**src/rtl/crash_course_cpu_pkg.sv**
```systemverilog
// Shared definitions for the crash-course CPU IO path.
//   io_arb_state_t : write arbiter FSM states (IDLE, WRITE, LOCKED)
//   IO_DATA_W      : width of one IO byte
package crash_course_cpu_pkg;

    localparam int IO_DATA_W = 8;

    typedef enum logic [1:0] {
        IDLE   = 2'd0,
        WRITE  = 2'd1,
        LOCKED = 2'd2
    } io_arb_state_t;

endpackage

```
**src/rtl/crash_course_rr_pick.sv**
```systemverilog
// Combinational rotate-priority picker.
// The first asserted request found when scanning upward from `start`
// (wrapping modulo REQUESTERS) wins.
//   req       in  REQUESTERS  request vector
//   start     in  IDW         index scanned first (must be < REQUESTERS)
//   grant     out REQUESTERS  one-hot winner, zero when no request
//   grant_idx out IDW         index of the winner
//   any       out 1           at least one request present
module crash_course_rr_pick #(
    parameter int REQUESTERS = 4,
    parameter int IDW        = $clog2(REQUESTERS)
) (
    input  logic [REQUESTERS-1:0] req,
    input  logic [IDW-1:0]        start,
    output logic [REQUESTERS-1:0] grant,
    output logic [IDW-1:0]        grant_idx,
    output logic                  any
);

    always_comb begin
        int idx;
        grant     = '0;
        grant_idx = '0;
        any       = 1'b0;
        idx       = 0;
        for (int k = 0; k < REQUESTERS; k++) begin
            idx = int'(start) + k;
            if (idx >= REQUESTERS) begin
                idx = idx - REQUESTERS;
            end
            if (!any && req[idx]) begin
                any        = 1'b1;
                grant[idx] = 1'b1;
                grant_idx  = IDW'(idx);
            end
        end
    end

endmodule

```
**src/rtl/crash_course_io_arbiter.sv**
```systemverilog
// Round-robin write arbiter in front of the IO block's single byte port.
// A byte accepted from a requester is held in WRITE until an advance cycle
// (clk_en && system_enabled), which is when the IO block captures it.
// A requester that sets req_lock with its byte keeps ownership (LOCKED)
// so it can emit an uninterrupted multi-byte sequence.
//   clk, async_rst_n        clock, asynchronous active-low reset
//   clk_en, system_enabled  advance qualifiers
//   req_valid/lock/data     per-requester request, lock and byte
//   req_ready               one-hot accept strobe (combinational)
//   io_write_data/enable    registered write port to the IO block
//   grant_id                current or last owner
//   busy                    FSM not in IDLE
module crash_course_io_arbiter
    import crash_course_cpu_pkg::*;
#(
    parameter int REQUESTERS = 4,
    parameter int IDW        = $clog2(REQUESTERS)
) (
    input  logic                            clk,
    input  logic                            async_rst_n,
    input  logic                            clk_en,
    input  logic                            system_enabled,
    input  logic [REQUESTERS-1:0]           req_valid,
    input  logic [REQUESTERS-1:0]           req_lock,
    input  logic [IO_DATA_W*REQUESTERS-1:0] req_data,
    output logic [REQUESTERS-1:0]           req_ready,
    output logic [IO_DATA_W-1:0]            io_write_data,
    output logic                            io_write_enable,
    output logic [IDW-1:0]                  grant_id,
    output logic                            busy
);

    io_arb_state_t          state_q, state_d;
    logic [IO_DATA_W-1:0]   data_q, data_d;
    logic                   lock_q, lock_d;
    logic [IDW-1:0]         last_q, last_d;

    logic                   adv;
    logic [IDW-1:0]         start;
    logic [REQUESTERS-1:0]  pick_grant;
    logic [IDW-1:0]         pick_idx;
    logic                   pick_any;

    assign adv = clk_en && system_enabled;

    // Search begins one past the last owner, wrapping for non-power-of-2 counts.
    assign start = (last_q == IDW'(REQUESTERS - 1)) ? '0 : last_q + 1'b1;

    crash_course_rr_pick #(
        .REQUESTERS (REQUESTERS),
        .IDW        (IDW)
    ) u_pick (
        .req        (req_valid),
        .start      (start),
        .grant      (pick_grant),
        .grant_idx  (pick_idx),
        .any        (pick_any)
    );

    always_comb begin
        state_d   = state_q;
        data_d    = data_q;
        lock_d    = lock_q;
        last_d    = last_q;
        req_ready = '0;
        case (state_q)
            IDLE: begin
                if (adv && pick_any) begin
                    req_ready = pick_grant;
                    data_d    = req_data[int'(pick_idx)*IO_DATA_W +: IO_DATA_W];
                    lock_d    = req_lock[pick_idx];
                    last_d    = pick_idx;
                    state_d   = WRITE;
                end
            end
            WRITE: begin
                // The advance cycle that leaves WRITE is the IO capture cycle.
                if (adv) begin
                    state_d = lock_q ? LOCKED : IDLE;
                end
            end
            LOCKED: begin
                if (adv) begin
                    if (req_valid[last_q]) begin
                        req_ready[last_q] = 1'b1;
                        data_d  = req_data[int'(last_q)*IO_DATA_W +: IO_DATA_W];
                        lock_d  = req_lock[last_q];
                        state_d = WRITE;
                    end else if (!req_lock[last_q]) begin
                        state_d = IDLE;
                    end
                end
            end
            default: begin
                state_d = IDLE;
            end
        endcase
    end

    always_ff @(posedge clk or negedge async_rst_n) begin
        if (!async_rst_n) begin
            state_q <= IDLE;
            data_q  <= '0;
            lock_q  <= 1'b0;
            last_q  <= IDW'(REQUESTERS - 1);
        end else begin
            state_q <= state_d;
            data_q  <= data_d;
            lock_q  <= lock_d;
            last_q  <= last_d;
        end
    end

    assign io_write_enable = (state_q == WRITE);
    assign io_write_data   = data_q;
    assign grant_id        = last_q;
    assign busy            = (state_q != IDLE);

endmodule

```
**config.mk**
```make
export PLATFORM = sky130hd
export DESIGN_NAME = crash_course_io_arbiter
export DESIGN_NICKNAME = d
export VERILOG_FILES = /design/src/rtl/crash_course_cpu_pkg.sv /design/src/rtl/crash_course_rr_pick.sv /design/src/rtl/crash_course_io_arbiter.sv
export SDC_FILE = /design/constraint.sdc
export NUM_CORES = 1
export LEC_CHECK = 0
export BUFFER_PORTS_ARGS = -buffer_cell sky130_fd_sc_hd__buf_2
export CORE_ASPECT_RATIO = 0.5
export CORE_MARGIN = 2
export CORE_UTILIZATION = 45
export DETAILED_ROUTE_END_ITERATION = 8
export PLACE_DENSITY = 0.83
export SYNTH_ARGS = -nofsm -noshare
export SYNTH_HDL_FRONTEND = slang
export SYNTH_SLANG_ARGS = --single-unit
export TNS_END_PERCENT = 100
```
**constraint.sdc**
```tcl
create_clock -name clk -period 4.6 [get_ports clk]
set_input_delay 0.92 -clock clk [delete_from_list [all_inputs] [get_ports clk]]
set_output_delay 0.92 -clock clk [all_outputs]
set_load 0.02 [all_outputs]
```
==> impl_metrics.toml <==
[clocking]
cts_buffers = 3
post_cts_buffers = 0
root_buffer = "clkbuf_8"
cts_resized = 0
clock_sinks = 13
insertion_delay_ns = 0.25
clkSlewWorstSetupHoldPaths_ns = 0.05
h-tree-depth = 1
ctsHoldBuffers = 0
clockBufferDepth = 2
tritoncts = "done"

[die]
die_y_um = 44.3
core_area_um2 = 3050
initial_core_util = 0.480
dieWidth_um = 84.6
rows = 14
io-pin-count = 60
dieArea_um2 = 3750

[power]
combPwrFrac = 0.753
swShare = 0.506
power_leakage_nw = 0.919
pwr-share-clk = 0.072
vdd_ir_drop_max_mv = 0.338
seqPwrFrac = 0.175
p_switching_mw = 0.716
powerDensity_nw_per_um2 = 787
p_int_mw = 0.700

[worst_setup_path]
cp-start-kind = "flop"
reg2reg_to = "io_write_data[6]$_DFFE_PN0P_"
worstSetupPathType = "flop to primary output"
path_max_fanout = 18
reg2reg_slack_ns = 1.29
end_kind = "primary output"
r2r-start = "grant_id[0]$_DFFE_PN1P_"
required_ns = 3.68
ff2ff_path_depth = 6
arrival_ns = 3.15

[yosys]
ys_seq_area_frac = 0.224
yosysWarnings = 0
synth_cell_types = 47
synth_nets = 214
synthArstFlopShare = 1.00
synth_edf_count = 0
syn_avg_cell_area_um2 = 9.03
syn-instance-count = 162
ys_seq_elements = 13
synth_area_um2 = 1460
synth_ff_type = "dfrtp_1"

[worst_hold_path]
hp-start = "io_write_data[3]$_DFFE_PN0P_"
min_path_cells = 2
hold_class = "flop to flop"
hold_end = "io_write_data[3]$_DFFE_PN0P_"

[finish]
nFillCells = 276
n_antenna_cell = 0
multiInputGateArea_um2 = 1060
nets = 273
final_layout_size_suffix_gt1_frac = 0.377
finalInstanceArea_um2 = 1800
area_delta_synth_final_pct = 23.0
regArea_um2 = 328

[drt]
routed_via_density = 5.77
wl_um = 3830
wire_per_inst_um = 14.7
drt_pass1_iterations = 4
final_antenna_net_count = 0
vias = 1499
first_iter_violations = 58
drcViolationCount = 0

[sta]
finClkSkew_ns = 0.00426
relSlewSlack = 0.332
fmax_ghz = 0.246
finalSetupTns_ns = 0
min_period_ns = 4.07
drv_slew = 0
min_period_over_period = 0.885
hold_viol = 0
worst_pin_slew_ns = 0.991
hold-worst-slack_ns = 0.481
rsz0062_at_grt = "false"
setup_viol = 0

[job]
maxCapViolCount = 0

[placement]
place_area_um2 = 1750
hpwl_um = 3000
port_buffers = 59
gp_congestion = 0.891

[grt]
overflow = 0
grt_max_degree = 19
grt_pass1_wl_um = 5890
track_usage = 0.197
antenna_found_initial = 0
grt_pass1_vias = 1340

[status]
status = "finished, final reports clean"
==> per-layer routing <==
metal	GRT usage	wire length (µm)	up-vias
met3	0.0448	257	7
met2	0.376	1890	60
li1	-	-	727
met4	0.0667	55	0
met1	0.226	1630	705
met5	0	0	-
==> worst max-delay path by stage <==
stage | cells after the start | startpoint | slack (ns) | endpoint
final | 10 | grant_id[0]$_DFFE_PN1P_ | 0.53 | req_ready[2]
after global routing | 10 | grant_id[0]$_DFFE_PN1P_ | 0.35 | req_ready[2]
after CTS | 10 | grant_id[0]$_DFFE_PN1P_ | 0.58 | req_ready[2]
after detailed placement | 9 | req_valid[2] | 0.78 | req_ready[2]
after global placement | 9 | req_valid[2] | 0.89 | req_ready[3]
after floorplan | 10 | grant_id[0]$_DFFE_PN1P_ | 1.26 | req_ready[0]
==> flip-flops by register name, indices dropped and copies added, names as in the netlist <==
name and count:
io_write_data 8, grant_id 2, state_q 2, lock_q 1
==> critical path, cell delays in order (launching register included) <==
cell	delay (ns)
dfstp_2	0.77
inv_1	0.18
ha_1	0.26
nor2_1	0.38
nand2b_4	0.10
and2_1	0.20
nor2_1	0.10
a31oi_1	0.09
nor3_1	0.41
a22o_1	0.24
buf_2	0.17
==> synth_stat cells, types with 2 or more instances <==
cell | count | share of area
nand2_1 | 23 | 0.059
or3_1 | 2 | 0.0086
o21ai_0 | 5 | 0.017
buf_6 | 3 | 0.023
and3_1 | 2 | 0.0086
nor2b_1 | 3 | 0.013
dfrtp_1 | 11 | 0.19
nand2b_1 | 3 | 0.013
nor2_1 | 12 | 0.031
ha_1 | 8 | 0.068
a22o_1 | 4 | 0.024
a21oi_1 | 7 | 0.024
mux2i_1 | 19 | 0.13
a211oi_1 | 2 | 0.010
mux4_2 | 2 | 0.031
dfstp_2 | 2 | 0.036
o22ai_1 | 3 | 0.013
or3b_1 | 2 | 0.012
o221ai_1 | 8 | 0.048
mux2_4 | 3 | 0.031
inv_1 | 3 | 0.0077
and2_1 | 2 | 0.0086
nor3_1 | 2 | 0.0068
a22oi_1 | 5 | 0.026
nand3b_1 | 2 | 0.010
or2_2 | 3 | 0.013
==> cell type report <==
class,instances,share of cell area
Tap cell,40,0.0278
Inverter,4,0.00834
Clock buffer,4,0.0250
Multi-Input combinational cell,139,0.588
Timing Repair Buffer,60,0.168
Sequential cell,13,0.182
==> cells by family (layout without fill, tap and decap cells) <==
group | Yosys count | in the layout | synth area share
AO/OA/AOI/OAI | 43 | 43 | 0.221
adder cells (fa/ha/maj) | 8 | 8 | 0.0684
buffers and inverters | 10 | 68 | 0.0522
flip-flops | 13 | 13 | 0.224
multiplexers | 25 | 25 | 0.199
AND/OR/NAND/NOR | 63 | 63 | 0.235
==> metrics by stage <==
stage | instances | power, mW | util | setup slack (ns)
floorplan | 162 | 1.16 | - | 1.26
global placement | 256 | 1.27 | 0.576 | 0.888
detailed placement | 256 | 1.31 | 0.576 | 0.785
CTS | 260 | 1.41 | 0.590 | 0.576
global route | 260 | 1.52 | 0.590 | 0.350
finish | 260 | 1.42 | 0.590 | 0.527
==> power groups by stage <==
stage          sequential, mW  combinational, mW  clock (mW)
2_1_floorplan           0.275              0.884           0
3_5_place_dp            0.250               1.06           0
3_3_place_gp            0.244               1.03           0
4_1_cts                 0.247               1.06       0.104
6_report                0.247               1.07       0.102
5_1_grt                 0.254               1.15       0.111
==> cells in the final DEF, fill, tap and decap left out, types with 3 or more instances in the layout <==
cell type	instances
a21oi_1	7
ha_1	8
nand2_1	23
nand2b_1	3
mux2i_1	19
mux2_4	3
o22ai_1	3
buf_2	59
clkbuf_8	3
a22o_1	4
nor2b_1	3
o221ai_1	8
dfrtp_1	11
a22oi_1	5
o21ai_0	5
or2_2	3
inv_1	3
nor2_1	12
Power figures use the tool's default switching activity.
